## src/rtl/battle_front_scan.sv

```systemverilog
// Scans N friendly and N enemy slots one index per cycle to find the leading
// unit on each side, then offsets both fronts with saturation and flags contact.
`timescale 1ns/1ps
module battle_front_scan #(
   parameter int N          = 16,
   parameter int LW         = 9,
   parameter int FRIEND_OFS = 6,
   parameter int ENEMY_OFS  = 7
) (
   input  logic                   clk,
   input  logic                   rst,
   input  logic                   start,
   input  logic                   ack,
   input  logic [N*LW-1:0]        unit_loc,
   input  logic [2*N-1:0]         unit_type,
   input  logic [N*LW-1:0]        enemy_loc,
   input  logic [2*N-1:0]         enemy_type,
   input  logic [2:0]             type_mask,
   output logic [LW-1:0]          friendly_front,
   output logic [LW-1:0]          enemy_front,
   output logic [$clog2(N+1)-1:0] friendly_count,
   output logic [$clog2(N+1)-1:0] enemy_count,
   output logic [$clog2(N)-1:0]   lead_unit_idx,
   output logic [$clog2(N)-1:0]   lead_enemy_idx,
   output logic                   contact,
   output logic                   busy,
   output logic                   done,
   output logic [1:0]             dbgState
);

   localparam int CW = $clog2(N+1);
   localparam int IW = $clog2(N);
   localparam logic [IW-1:0] LAST_IDX = IW'(N-1);
   localparam logic [LW:0]   FOFS     = (LW+1)'(FRIEND_OFS);
   localparam logic [LW:0]   EOFS     = (LW+1)'(ENEMY_OFS);
   localparam logic [LW:0]   MAXV     = {1'b0, {LW{1'b1}}};

   typedef enum logic [1:0] {IDLE, SCAN, ADJUST, DONE} stateT;

   stateT           state, stateNext;
   logic [IW-1:0]   idx;
   logic [2:0]      maskLat;
   logic [LW-1:0]   uLoc, eLoc;
   logic [1:0]      uType, eType;
   logic            uPart, ePart;
   logic [3:0]      maskExt;
   logic [LW:0]     ffWide, ffSub, efSum;
   logic [LW-1:0]   friendlyAdj, enemyAdj;

   assign uLoc  = unit_loc[int'(idx)*LW +: LW];
   assign eLoc  = enemy_loc[int'(idx)*LW +: LW];
   assign uType = unit_type[int'(idx)*2 +: 2];
   assign eType = enemy_type[int'(idx)*2 +: 2];

   // Type 0 maps to a constant-zero mask bit, so empty slots never participate.
   assign maskExt = {maskLat, 1'b0};
   assign uPart   = maskExt[uType];
   assign ePart   = maskExt[eType];

   assign ffWide      = {1'b0, friendly_front};
   assign ffSub       = ffWide - FOFS;
   assign friendlyAdj = (ffWide >= FOFS) ? ffSub[LW-1:0] : '0;
   assign efSum       = {1'b0, enemy_front} + EOFS;
   assign enemyAdj    = (efSum > MAXV) ? MAXV[LW-1:0] : efSum[LW-1:0];

   always_ff @(posedge clk) begin
      if (rst) state <= IDLE;
      else     state <= stateNext;
   end

   always_comb begin
      stateNext = state;
      busy      = 1'b0;
      done      = 1'b0;
      case (state)
         IDLE:   if (start) stateNext = SCAN;
         SCAN: begin
            busy = 1'b1;
            if (idx == LAST_IDX) stateNext = ADJUST;
         end
         ADJUST: begin
            busy      = 1'b1;
            stateNext = DONE;
         end
         DONE: begin
            done = 1'b1;
            if (ack) stateNext = IDLE;
         end
         default: stateNext = IDLE;
      endcase
   end

   assign dbgState = state;

   always_ff @(posedge clk) begin
      if (rst) begin
         idx            <= '0;
         maskLat        <= 3'b111;
         friendly_front <= '1;
         enemy_front    <= '0;
         friendly_count <= '0;
         enemy_count    <= '0;
         lead_unit_idx  <= '0;
         lead_enemy_idx <= '0;
         contact        <= 1'b0;
      end else begin
         case (state)
            IDLE: if (start) begin
               idx            <= '0;
               maskLat        <= type_mask;
               friendly_front <= '1;
               enemy_front    <= '0;
               friendly_count <= '0;
               enemy_count    <= '0;
               lead_unit_idx  <= '0;
               lead_enemy_idx <= '0;
               contact        <= 1'b0;
            end
            SCAN: begin
               idx <= (idx == LAST_IDX) ? '0 : idx + 1'b1;
               // Strict compares keep the lowest index on ties.
               if (uPart) begin
                  friendly_count <= friendly_count + CW'(1);
                  if (uLoc < friendly_front) begin
                     friendly_front <= uLoc;
                     lead_unit_idx  <= idx;
                  end
               end
               if (ePart) begin
                  enemy_count <= enemy_count + CW'(1);
                  if (eLoc > enemy_front) begin
                     enemy_front    <= eLoc;
                     lead_enemy_idx <= idx;
                  end
               end
            end
            ADJUST: begin
               friendly_front <= friendlyAdj;
               enemy_front    <= enemyAdj;
               contact        <= (enemyAdj >= friendlyAdj);
            end
            default: ;
         endcase
      end
   end

endmodule
```

## config.mk

```make
export PLATFORM = sky130hd
export DESIGN_NAME = battle_front_scan
export DESIGN_NICKNAME = d
export VERILOG_FILES = /design/src/rtl/battle_front_scan.sv
export SDC_FILE = /design/constraint.sdc
export NUM_CORES = 1
export LEC_CHECK = 0
export ABC_AREA = 1
export BUFFER_PORTS_ARGS = -buffer_cell sky130_fd_sc_hd__buf_2
export CAP_MARGIN = 20
export CORE_AREA = 5 5 152 154
export DETAILED_ROUTE_END_ITERATION = 8
export DIE_AREA = 0 0 157 159
export GPL_ROUTABILITY_DRIVEN = 0
export PLACE_DENSITY = 0.73
export SLEW_MARGIN = 15
export SYNTH_ARGS = -nofsm -noshare
export SYNTH_HDL_FRONTEND = slang
export SYNTH_SLANG_ARGS = --single-unit
```

## constraint.sdc

```tcl
create_clock -name clk -period 4.6 [get_ports clk]
set_input_delay 0.92 -clock clk [delete_from_list [all_inputs] [get_ports clk]]
set_output_delay 0.92 -clock clk [all_outputs]
set_load 0.005 [all_outputs]
```

### Word level (Yosys, flattened, before mapping)

Index checks and enable logic that the tools add are counted.

* $add $sub $neg: 5
* $mul: 1
* order comparisons: 7
* equal/unequal tests: 11
* shift-type cells: 4
* multiplexer cells: 36
* reduce and logical (&&, ||, !) cells: 15

Operator list (number)
* 144-bit by 32-bit variable part select with 9-bit output: 1
* 144-bit by 9-bit variable part select with 9-bit output: 1
* 9-bit 2-to-1 mux: 8
* 32-bit by 6-bit variable part select with 2-bit output: 2
* 9-bit case mux with 3 select lines: 2
* 4-bit 2-to-1 mux: 6
* 4-bit case mux with 2 select lines: 3
* 5-bit case mux with 2 select lines: 2
* 4-bit AND reduction: 4
* 5-bit 2-to-1 mux: 3
* 2-bit inequality test (second input constant): 7
* 5-bit by 1-bit adder with 5-bit output (second input constant): 2
* 9-bit by 3-bit adder with 10-bit output (second input constant): 1
* 10-bit by 9-bit greater-than comparator with 1-bit output (second input constant): 1
* 9-bit by 3-bit >= comparator with 1-bit output (second input constant): 1
* 9-bit >= comparator: 1
* 9-bit greater-than comparator: 1
* 9-bit < comparator: 1
* 3-bit AND reduction: 3
* 9-bit by 3-bit subtractor with 9-bit output (second input constant): 1
* 4-bit by 4-bit multiplier with 8-bit output (second input constant): 1
* 2-bit case mux with 4 select lines: 1
* 2-bit by 3-bit < comparator with 1-bit output (second input constant): 2
* 2-bit 2-to-1 mux: 3
* other kinds (12): 21

* flip-flop bits (word level): 46
* input port bits: 359
* output and inout bits: 41
* word-level logic and storage cells: 89

### Depth between registers and ports, before layout

Gate-level depths: netlist (run 1).

* depth in word-level cells: 6
* depth in mapped cells: 22
* depth with buffers taken out: 19

### Least setup slack after synthesis (run 1)

No wires, ideal clock.

* path kind: reg2reg
* start point: register idx[0]
* end point: register enemy_front[2]
* setup time: 113 ps
* arrival: 2717 ps
* data required time: 4487 ps
* setup slack: 1770 ps
* stages on the path, launching flop included: 21
* path buffers: 5
* clock period less this slack: 2830 ps
* cell sequence: dfxtp_1 -> inv_2 -> buf_6 -> buf_6 -> buf_6 -> buf_2 -> o21ai_0 -> o22ai_1 -> o211ai_1 -> nand2_1 -> ha_1 -> nand2_1 -> nor2_1 -> nand2_1 -> o21ai_0 -> nand2_1 -> nand2_1 -> nand3_4 -> buf_6 -> nor2_1 -> nor2_1

* longest elaborated chain between the ends: 5
* elaborated cells between the ends (all ways): 12
* classes of those cells: 1 x mul; 1 x order compare; 2 x eq/ne; 2 x shift; 5 x mux; 1 x reduce/logical

Ends and longest elaborated chain
* from (decl): RTL line 41 `logic [IW-1:0] idx;`
* from (signal assigned): RTL line 120 `idx <= (idx == LAST_IDX) ? '0 : idx + 1'b1;`
* 4-bit by 4-bit multiplier with 8-bit output or 32-bit by 6-bit variable part select with 2-bit output (tied branches): RTL line 51, 53
* 144-bit by 9-bit variable part select with 9-bit output or 1-bit binary-select mux with 2-bit select (tied branches): RTL line 51, 58
* 9-bit greater-than comparator (tied with other cells): RTL line 131 `if (eLoc > enemy_front) begin`
* 2-bit inequality test (no source line) or 9-bit 2-to-1 mux (tied branches)
* 4-bit AND reduction (no source line) or 9-bit case mux with 3 select lines (tied branches)
* to (signal assigned): RTL line 132 `enemy_front <= eLoc;`
* to (signal assigned): RTL line 139 `enemy_front <= enemyAdj;`
* to (decl): RTL line 20 `output logic [LW-1:0] enemy_front,`

Parallel ways exist; a longest one is shown, timed or not. The select of a mux whose other input is x is not followed.
A chain may end at the register's enable or synchronous reset.

### Worst setup path in the final report (run 1)

* start point: register idx[1]
* end point: register friendly_front[0]

* longest elaborated chain between the ends: 5
* elaborated cells between the ends (all ways): 12
* classes of those cells: 1 x mul; 1 x order compare; 2 x eq/ne; 2 x shift; 5 x mux; 1 x reduce/logical

Ends and longest elaborated chain
* 4-bit by 4-bit multiplier with 8-bit output or 32-bit by 6-bit variable part select with 2-bit output (tied branches): RTL line 50, 52
* 144-bit by 32-bit variable part select with 9-bit output or 1-bit binary-select mux with 2-bit select (tied branches): RTL line 50, 57
* 9-bit < comparator (tied with other cells): RTL line 124 `if (uLoc < friendly_front) begin`
* 2-bit inequality test (no source line) or 9-bit 2-to-1 mux (tied branches)
* 4-bit AND reduction (no source line) or 9-bit case mux with 3 select lines (tied branches)
* to (signal assigned): RTL line 125 `friendly_front <= uLoc;`
* to (signal assigned): RTL line 138 `friendly_front <= friendlyAdj;`
* to (decl): RTL line 19 `output logic [LW-1:0] friendly_front,`

Parallel ways exist; a longest one is shown, timed or not. The select of a mux whose other input is x is not followed.

==> flow_summary.toml, run 1 <==
[outcome]
status = "completed"

[yosys]
synth-simple-area-share = 0.4246
ys_async_sr_fraction = 0
synth_edf_count = 0
yosys_register_bits = 46
yosys.area_share.xor_xnor = 0.01910
syn_area_um2 = 6878
synth_fa_ha_area_frac = 0.06367
syn_nets = 1638
ys_dominant_reg_cell = "dfxtp_1"
avgSynthCellArea_um2 = 5.529
seq_area_frac_synth = 0.1339
syn_inst = 1244
ys_warn_count = 0
synth_compound_area_frac = 0.2307
ys_types = 39
muxShareOfSynthArea = 0
synth_top_family_by_area = "simple AND/OR/NAND/NOR gates"

[global_routing]
track_usage = 0.2365
grt_pass1_wl_um = 48180
grt_pass1_vias = 9095
gr-total-overflow = 0
antenna_found_initial = 8
grt_max_degree = 185

[critical_path]
crit_arrival_ps = 3830
cp_max_fo = 61
crit_chain = "buf_4 > nor2_1 > o21ai_0 > o211ai_1 > o211ai_1 > nand2_1 > ha_1 > nand2_1 > inv_1 > o21ai_0 > nand2_1 > a21oi_1 > nand2_1 > a21oi_4 > nand2_4 > nand2_1 > nand3_1"
path_common_cell = "nand2_1"
critPathSlowestCell = "dfxtp_4"
slowest_delay_ps = 670
required_ps = 4730
start_kind = "register"
cp-end-kind = "register"
critical_path_class = "register to register"

[die]
die_y_um = 159
die_x_um = 157
core_area_um2 = 21550
pin_count = 400
initial_utilization = 0.3191
dieArea_um2 = 24960
num_rows = 54

[flow_run]
maxCapViolations = 0

[routing]
wirelength_um = 32110
ant_nets = 0
drt-initial-drc-count = 933
vias = 9810
drt-pass1-iter-count = 5
drc = 0
wl_per_cell_um = 17.27
vias_per_cell = 5.274

[clocking]
clock_path_buffers = 2
cts.clk_slew.worst_paths_ps = 70
cts.sinks = 46
clock_latency_ps = 290
post-cts-setup-buffers = 0
post_cts_resize_count = 0
cts_buffers = 5
cts_htree_levels = 2
cts_hold_buf = 0
cts_root_buf = "clkbuf_16"
cts_tree = "built"

[sta]
timing.final.hold_violations = 0
max_slew_margin = 0.3279
fin_crit_ps = 3700
slew_viol_final = 0
fin_skew_ps = 9.182
fin_crit_sh = 0.8044
setup_tns_ps = 0
rsz0062_at_grt = "false"
fmax_mhz = 270.3
max_slew.worst_pin.slew_ps = 1007
setup_viol = 0

[power]
p_int_w = 0.001729
clkPwrFrac = 0.113
swShare = 0.5411
power_switching_w = 0.002039
power_w = 0.003768
leakage_nw = 4.699
power_density_nw_per_um2 = 417.6
seq_power_share = 0.175
vdd_drop_max_mv = 0.3518
share_comb_of_total_power = 0.711

[placed_design]
place_area_um2 = 8818
dp.cells = 1845
port_buffers = 399
dpl.hpwl_um = 25500

[final_layout]
layout.nets = 1967
drive_above_1_share = 0.2789
area_growth_pct = 31.16
fin_cells = 1860
final_util = 0.4186
final_area_um2 = 9021

[min_path]
hold_path.class = "register to register"
-- cell families (layout without fill, tap and decap cells) --
family | Yosys count | count (layout)
AND/OR/NAND/NOR | 688 | 688
AO/OA/AOI/OAI | 273 | 273
buffers and inverters | 187 | 517
flip-flops | 46 | 46
adder cells (fa/ha/maj) | 35 | 35
XOR/XNOR | 15 | 15
other | 0 | 6
-- final cells by class --
cell class	instances	area, um^2
antenna	6	15.01
clock buffer	5	125.1
clock inverter	3	47.55
fill	2390	12530
inverter	98	370.4
multi-input combinational	1011	5076
sequential	46	929.6
tap	280	350.3
timing repair buffer	411	2107
-- worst paths after layout --
check / from / end / slack (ps) / depth (start not counted)
min: friendly_count[4] / friendly_count[4] / 500 / 2
min reg2reg: friendly_count[4] / friendly_count[4] / 500 / 2
max reg2reg: idx[1] / friendly_front[0] / 900 / 17
max: idx[1] / friendly_front[0] / 900 / 17
-- through the flow --
stage / hold WS [ps] / worst slack [ps]
after floorplan: 478.8 / 1770
after global placement: 473.3 / 1050
after detailed placement: 486.2 / 934.2
after CTS: 496.7 / 923.7
after global routing: 520.5 / 526.4
final: 498.6 / 899.8
-- power groups by stage --
stage | combinational, W | clock, W | sequential (W)
floorplan | 0.00194 | 0 | 0.000623
global placement | 0.00259 | 0 | 0.000664
detailed placement | 0.00264 | 0 | 0.000661
CTS | 0.00265 | 0.000431 | 0.000654
global route | 0.00304 | 0.000445 | 0.000671
finish | 0.00268 | 0.000427 | 0.000660
-- critical path: cells and delay by family, from the launching register on --
| family | cells | cell delay [ps] |
|---|---|---|
| adder cells (fa/ha/maj) | 1 | 300 |
| AO/OA/AOI/OAI | 6 | 1110 |
| flip-flops | 1 | 670 |
| AND/OR/NAND/NOR | 8 | 820 |
| buffers and inverters | 2 | 580 |
-- state kept, by name, indices dropped and copies added (netlist names) --
name,flops
enemy_count,5
contact,1
idx,4
lead_enemy_idx,4
dbgState,2
maskLat,3
lead_unit_idx,4
friendly_count,5
enemy_front,9
friendly_front,9
-- placed cells by master (no fill, tap or decap), drive strengths merged --
cell / n
xor2: 12
nand2: 275
o2111ai: 1
diode: 6
nor3b: 1
ha: 35
o221ai: 24
a21oi: 45
xnor2: 3
inv: 99
o21ai: 155
bufinv: 1
nand3: 157
o211ai: 39
a31oi: 2
nand4: 15
a211oi: 1
nor2: 231
nor3: 4
buf: 411
dfxtp: 46
clkinv: 1
nand3b: 4
or2: 1
a21boi: 1
clkbuf: 5
o22ai: 5
-- synthesized netlist by cell type (4+ instances only) --
cell,n,area share
o21ai_1,9,0.0065
o221ai_1,24,0.031
inv_1,95,0.052
nand2_1,271,0.15
buf_4,9,0.0098
buf_2,31,0.023
o211ai_1,39,0.043
xor2_1,12,0.015
nand4_1,15,0.014
buf_6,14,0.023
nor3_1,4,0.0029
o21ai_0,145,0.11
nand3_2,4,0.0058
dfxtp_1,46,0.13
nor2_1,230,0.13
nand3_1,152,0.11
clkbuf_1,31,0.017
ha_1,35,0.064
o22ai_1,5,0.0045
a21oi_1,44,0.032
-- layer usage --
layer / vias up / wire length, um / global-route usage
li1: 4830 / - / -
met1: 4316 / 13150 / 0.3209
met2: 589 / 14240 / 0.3790
met3: 75 / 3708 / 0.04730
met4: 0 / 1024 / 0.06785
met5: - / 0 / 0
Note: power is estimated with default switching activity, not from simulation.
==> run 2: changes to the inputs <==
--- a/config.mk
+++ b/config.mk
@@ -5,14 +5,14 @@
 export SDC_FILE = /design/constraint.sdc
 export NUM_CORES = 1
 export LEC_CHECK = 0
-export ABC_AREA = 1
+export ABC_AREA = 0
 export BUFFER_PORTS_ARGS = -buffer_cell sky130_fd_sc_hd__buf_2
 export CAP_MARGIN = 20
-export CORE_AREA = 5 5 152 154
+export CORE_AREA = 5 5 153 155
 export DETAILED_ROUTE_END_ITERATION = 8
-export DIE_AREA = 0 0 157 159
+export DIE_AREA = 0 0 158 160
 export GPL_ROUTABILITY_DRIVEN = 0
-export PLACE_DENSITY = 0.73
+export PLACE_DENSITY = 0.69
 export SLEW_MARGIN = 15
 export SYNTH_ARGS = -nofsm -noshare
 export SYNTH_HDL_FRONTEND = slang
==> constraint.sdc (replaced) <==
create_clock -name clk -period 3.36 [get_ports clk]
set_input_delay 0.672 -clock clk [delete_from_list [all_inputs] [get_ports clk]]
set_output_delay 0.672 -clock clk [all_outputs]
set_load 0.005 [all_outputs]
==> flow_summary.toml, run 2 <==
[flow_run]
maxCapViolations = 0

[critical_path]
crit_chain = "buf_12 > buf_12 > mux4_2 > mux4_2 > ha_4 > nand3_2 > o21bai_1 > a31oi_1 > o21ai_2 > a2111o_1 > buf_12 > a31o_2"
cp-end-kind = "register"
slowest_delay_ps = 530
crit_arrival_ps = 3650
path_common_cell = "buf_12"
required_ps = 3550
start_kind = "register"
cp_max_fo = 18
critical_path_class = "register to register"
critPathSlowestCell = "mux4_2"

[routing]
vias = 6686
vias_per_cell = 5.401
wirelength_um = 28050
ant_nets = 0
drt-pass1-iter-count = 5
drc = 0
drt-initial-drc-count = 602
wl_per_cell_um = 22.66

[die]
die_y_um = 160
core_area_um2 = 21690
initial_utilization = 0.2707
die_x_um = 158
dieArea_um2 = 25280
pin_count = 400
num_rows = 54

[sta]
fin_crit_ps = 3455
fin_ws_ps = -95.17
setup_tns_ps = -635.1
fin_skew_ps = 7.616
fmax_mhz = 289.4
hold-worst-slack_ps = 480.1
setup_viol = 13
rsz0062_at_grt = "true"
timing.final.hold_violations = 0
slew_viol_final = 0
fin_crit_sh = 1.028
max_slew_margin = 0.4721
max_slew.worst_pin.slew_ps = 783.5

[global_routing]
grt_pass1_wl_um = 41350
grt_pass1_vias = 7021
grt_max_degree = 41
track_usage = 0.2113
gr-total-overflow = 0
antenna_found_initial = 6

[yosys]
synth_area_leaders = "mux4_2 (39%), dfxtp_1 (16%), ha_1 (7.5%)"
syn_inst = 537
ys_dominant_reg_cell = "dfxtp_1"
seq_area_frac_synth = 0.1568
syn_area_um2 = 5872
syn_nets = 931
synth_edf_count = 0
yosysMostFrequentCell = "mux4_2"
avgSynthCellArea_um2 = 10.93
synthTopCellsByCount = "mux4_2 (102), dfxtp_1 (46), ha_1 (35), nand2_1 (34), inv_1 (33)"
yosys_register_bits = 46
ys_types = 58
ys_warn_count = 0
ys_async_sr_fraction = 0
synth_top_area_frac = 0.3912
synth_top_cell_by_area = "mux4_2"

[clocking]
cts_root_buf = "clkbuf_16"
cts_htree_levels = 2
cts_hold_buf = 0
cts.clk_slew.worst_paths_ps = 70
cts_buffers = 5
cts_tree = "built"
cts.sinks = 46
clock_path_buffers = 2
clock_latency_ps = 290

[final_layout]
final_util = 0.4146
final_common_cell = "buf_2"
area_growth_pct = 53.14
top_regs = "enemy_front: 9 flops, friendly_front: 9 flops"
drive_above_1_share = 0.6436
layout.nets = 1347
fill_cells = 2129
final_cell_mix = "buf_2 (399), mux4_2 (102), dfxtp_1 (42), buf_4 (39), nand2_1 (34)"

[power]
seq_power_share = 0.175
power_switching_w = 0.002035
p_int_w = 0.002624
clkPwrFrac = 0.123
swShare = 0.4368
power_density_nw_per_um2 = 518.2
leakage_nw = 3.991
vdd_drop_max_mv = 0.3339
share_comb_of_total_power = 0.702

[outcome]
status = "finished, violations left"
violations = "setup timing"

[placed_design]
port_buffers = 399
dp_slack_ps = -194.6
dpl.hpwl_um = 23580

[min_path]
hold_path.class = "register to register"
-- run 2: cell count changes after synthesis, moves of 11 or more --
| cell | delta |
|---|---|
| buf_6 | -11 |
| nor2_1 | -201 |
| o21ai_0 | -132 |
| nand3_1 | -136 |
| inv_1 | -62 |
| a21oi_1 | -21 |
| mux2i_1 | +17 |
| o221ai_1 | -24 |
| nand2_1 | -237 |
| o211ai_1 | -37 |
| mux4_2 | +102 |
| xor2_1 | -12 |
| buf_2 | -19 |
-- run 2: path summary, 6_finish.rpt --
check	start	to	slack (ps)	cells after the start
worst max-delay path	idx[0]	enemy_front[5]	-100	12
worst min-delay path	lead_enemy_idx[1]	lead_enemy_idx[1]	480	2
worst max register to register	idx[0]	enemy_front[5]	-100	12
worst min register to register	lead_enemy_idx[1]	lead_enemy_idx[1]	480	2
-- run 2: cells by family after synthesis --
group | share of synthesized area
mux | 0.4464
fa+ha+maj | 0.07458
xor+xnor | 0.01044
compound gates | 0.1391
flops | 0.1568
buf+inv | 0.05945
simple gates | 0.1131
-- run 2: area by class of cell --
class	count	area [um^2]	area share
antenna	4	10.01	0.001113
clock buffer	5	125.1	0.01391
clock inverter	3	40.04	0.004452
inverter	33	123.9	0.01377
multi-input combinational	413	4802	0.5340
sequential	46	930.9	0.1035
tap	280	350.3	0.03896
timing repair buffer	454	2610	0.2902
-- run 2: metrics by stage --
stage / instance area [um^2] / instances / power, W
finish: 8992 / 1238 / 0.004659
global route: 8990 / 1237 / 0.004998
CTS: 8842 / 1229 / 0.004574
detailed placement: 8526 / 1214 / 0.003859
global placement: 8526 / 1214 / 0.003796
floorplan: 6090 / 537 / 0.002837
-- run 2: per-layer routing --
metal	track usage	routed length, um	share of wire
met4	0.04304	462	0.016
met5	0	34	0.0012
met2	0.3696	14640	0.52
met1	0.2613	10530	0.38
met3	0.05629	2378	0.085
-- run 2: timing repair --
action                                  in CTS  in global routing
buffers inserted                             5                  5
endpoints found under the setup margin      22                 27
cloned                                       2                  2
gates resized for setup                      8                 17
pin swaps                                    2                  3
-- run 2: critical path, delay by kind of cell, from the launching register on --
| family | cells | cell delay (ps) |
|---|---|---|
| buf+inv | 3 | 470 |
| compound gates | 5 | 1040 |
| mux | 2 | 1010 |
| simple gates | 1 | 70 |
| fa+ha+maj | 1 | 300 |
| flops | 1 | 440 |
-- run 2: power groups by stage --
stage / clock network (W) / logic (W) / registers (W)
floorplan: 0 / 0.00207 / 0.000771
CTS: 0.000581 / 0.00318 / 0.000811
global placement: 0 / 0.00298 / 0.000813
global route: 0.000597 / 0.00356 / 0.000836
detailed placement: 0 / 0.00304 / 0.000817
finish: 0.000572 / 0.00327 / 0.000815
==> run 3: changes to the inputs <==
==> constraint.sdc (replaced) <==
create_clock -name clk -period 3.36 [get_ports clk]
set_input_delay 0.672 -clock clk [delete_from_list [all_inputs] [get_ports clk]]
set_output_delay 0.672 -clock clk [all_outputs]
set_load 0.1 [all_outputs]
==> flow_summary.toml, run 3 (synthesis gave the netlist of run 2 again) <==
[clocking]
cts_htree_levels = 2
cts.sinks = 46
clock_path_buffers = 2
cts_hold_buf = 0
cts_buffers = 5
cts_root_buf = "clkbuf_16"
cts.clk_slew.worst_paths_ps = 70
cts_tree = "built"
clock_latency_ps = 300

[critical_path]
r2r_end = "enemy_front[5]"
required_ps = 3550
crit_chain = "buf_12 > buf_12 > mux4_2 > mux4_2 > ha_4 > nand3_2 > o21bai_1 > a31oi_1 > o21ai_2 > a2111o_1 > buf_12 > a31o_2"
cp_max_fo = 18
cpLargestDelayFamily = "multiplexers"
path_common_cell = "buf_12"
start_kind = "register"
crit_buf_inv = 3
r2r-start = "idx[0]"
critPathSlowestCell = "mux4_2"
cp-end-kind = "register"
crit_path_start = "idx[0]"
slowest_delay_ps = 560
crit_arrival_ps = 3670
cp_num_cells = 12
rrSetupSlack_ps = -120
crit_end = "enemy_front[5]"
critical_path_class = "register to register"
worstRegToRegCells = 12

[die]
initial_utilization = 0.2707
die_x_um = 158
core_area_um2 = 21690
pin_count = 400
die_y_um = 160
num_rows = 54
dieArea_um2 = 25280

[global_routing]
track_usage = 0.2264
grt_max_degree = 51
grt_pass1_vias = 7140
antenna_found_initial = 4
gr-total-overflow = 0
grt_pass1_wl_um = 43690

[power]
leakage_nw = 4.000
vdd_drop_max_mv = 0.2949
power_density_nw_per_um2 = 608.9
power_switching_w = 0.002851
seq_power_share = 0.145
swShare = 0.5173
share_comb_of_total_power = 0.758
p_int_w = 0.002660
clkPwrFrac = 0.097

[min_path]
hold_path.class = "register to register"

[placed_design]
dpl.hpwl_um = 25120
dp_slack_ps = -303.9
dp.cells = 1209
port_buffers = 399

[outcome]
violations = "setup timing"
status = "finished, violations left"

[sta]
max_slew_margin = 0.5249
fmax_mhz = 287.2
fin_crit_ps = 3482
setup_viol = 22
timing.final.hold_violations = 0
setup_tns_ps = -957.9
rsz0062_at_grt = "true"
fin_ws_ps = -122.2
max_slew.worst_pin.slew_ps = 712.7
slew_viol_final = 0
fin_crit_sh = 1.036
fin_skew_ps = 15.58

[final_layout]
final_common_cell = "buf_2"
drive_above_1_share = 0.6450
top_regs = "enemy_front: 9 flops, friendly_front: 9 flops"
fin_cells = 1237
area_growth_pct = 54.12
final_cell_mix = "buf_2 (399), mux4_2 (102), dfxtp_1 (42), buf_4 (38)"
layout.nets = 1348
fill_cells = 2053
final_util = 0.4173

[routing]
vias = 6842
drt-pass1-iter-count = 5
drc = 0
ant_nets = 0
drt-initial-drc-count = 745
vias_per_cell = 5.531
wl_per_cell_um = 24.42
wirelength_um = 30210

[flow_run]
maxCapViolations = 0
## run 3: cell count changes in the layout (fill, tap and decap cells not counted), sizes merged
cell,change
diode,-2
buf,+1
clkinv,-1
inv,+2
bufinv,-1
## run 3: layout make-up
type                    instances  area, um^2  share of cell area
multi-input cells             413        4836              0.5344
repair buffers                455        2650              0.2928
flip-flops and latches         46       930.9              0.1029
well taps                     280       350.3             0.03871
clock buffers                   5       125.1             0.01383
inverters                      33       123.9             0.01369
clock inverters                 3       28.78            0.003180
diodes                          2       5.005           0.0005530
## run 3: worst min-delay path by stage
stage	from	endpoint	cells after the start
2_1_floorplan	maskLat[0]	maskLat[0]	2
3_3_place_gp	lead_unit_idx[1]	lead_unit_idx[1]	1
3_5_place_dp	lead_unit_idx[3]	lead_unit_idx[3]	1
4_1_cts	lead_unit_idx[1]	lead_unit_idx[1]	1
5_1_grt	lead_unit_idx[3]	lead_unit_idx[3]	1
6_report	friendly_count[4]	friendly_count[4]	2
## run 3: power groups by stage
stage / combinational [W] / sequential (W) / clock [W]
final: 0.00417 / 0.000801 / 0.000535
after global routing: 0.00444 / 0.000822 / 0.000558
after CTS: 0.00398 / 0.000795 / 0.000548
after detailed placement: 0.00366 / 0.000819 / 0
after global placement: 0.00361 / 0.000817 / 0
after floorplan: 0.00217 / 0.00136 / 0
## run 3: metal layers
layer | vias up | track usage | share of wire
li1 | 3034 | - | -
met1 | 3360 | 0.2970 | 0.39
met2 | 390 | 0.3835 | 0.50
met3 | 54 | 0.03681 | 0.078
met4 | 4 | 0.06553 | 0.030
met5 | - | 0 | 0.00070
## run 3: timing repair
item,in CTS,in global routing
pin swaps,6,12
gates resized for setup,13,20
endpoints found under the setup margin,22,25
gates cloned,4,2
endpoints found under the hold margin,0,0
buffers inserted,8,7
## run 3: stage by stage
| stage | cell area, um^2 | hold slack (ps) | power, W |
|---|---|---|---|
| 6_report | 9050 | 482.7 | 0.005510 |
| 2_1_floorplan | 6073 | 472.7 | 0.003522 |
| 3_5_place_dp | 8451 | 466.2 | 0.004481 |
| 4_1_cts | 8901 | 486.4 | 0.005318 |
| 5_1_grt | 9050 | 497.1 | 0.005823 |
| 3_3_place_gp | 8451 | 459.9 | 0.004432 |
## run 3: worst register-to-register path: stages, from the launching register on
cell,delay (ps)
dfxtp_4,380
buf_12,160
buf_12,150
mux4_2,550
mux4_2,560
ha_4,300
nand3_2,60
o21bai_1,160
a31oi_1,190
o21ai_2,90
a2111o_1,330
buf_12,180
a31o_2,250
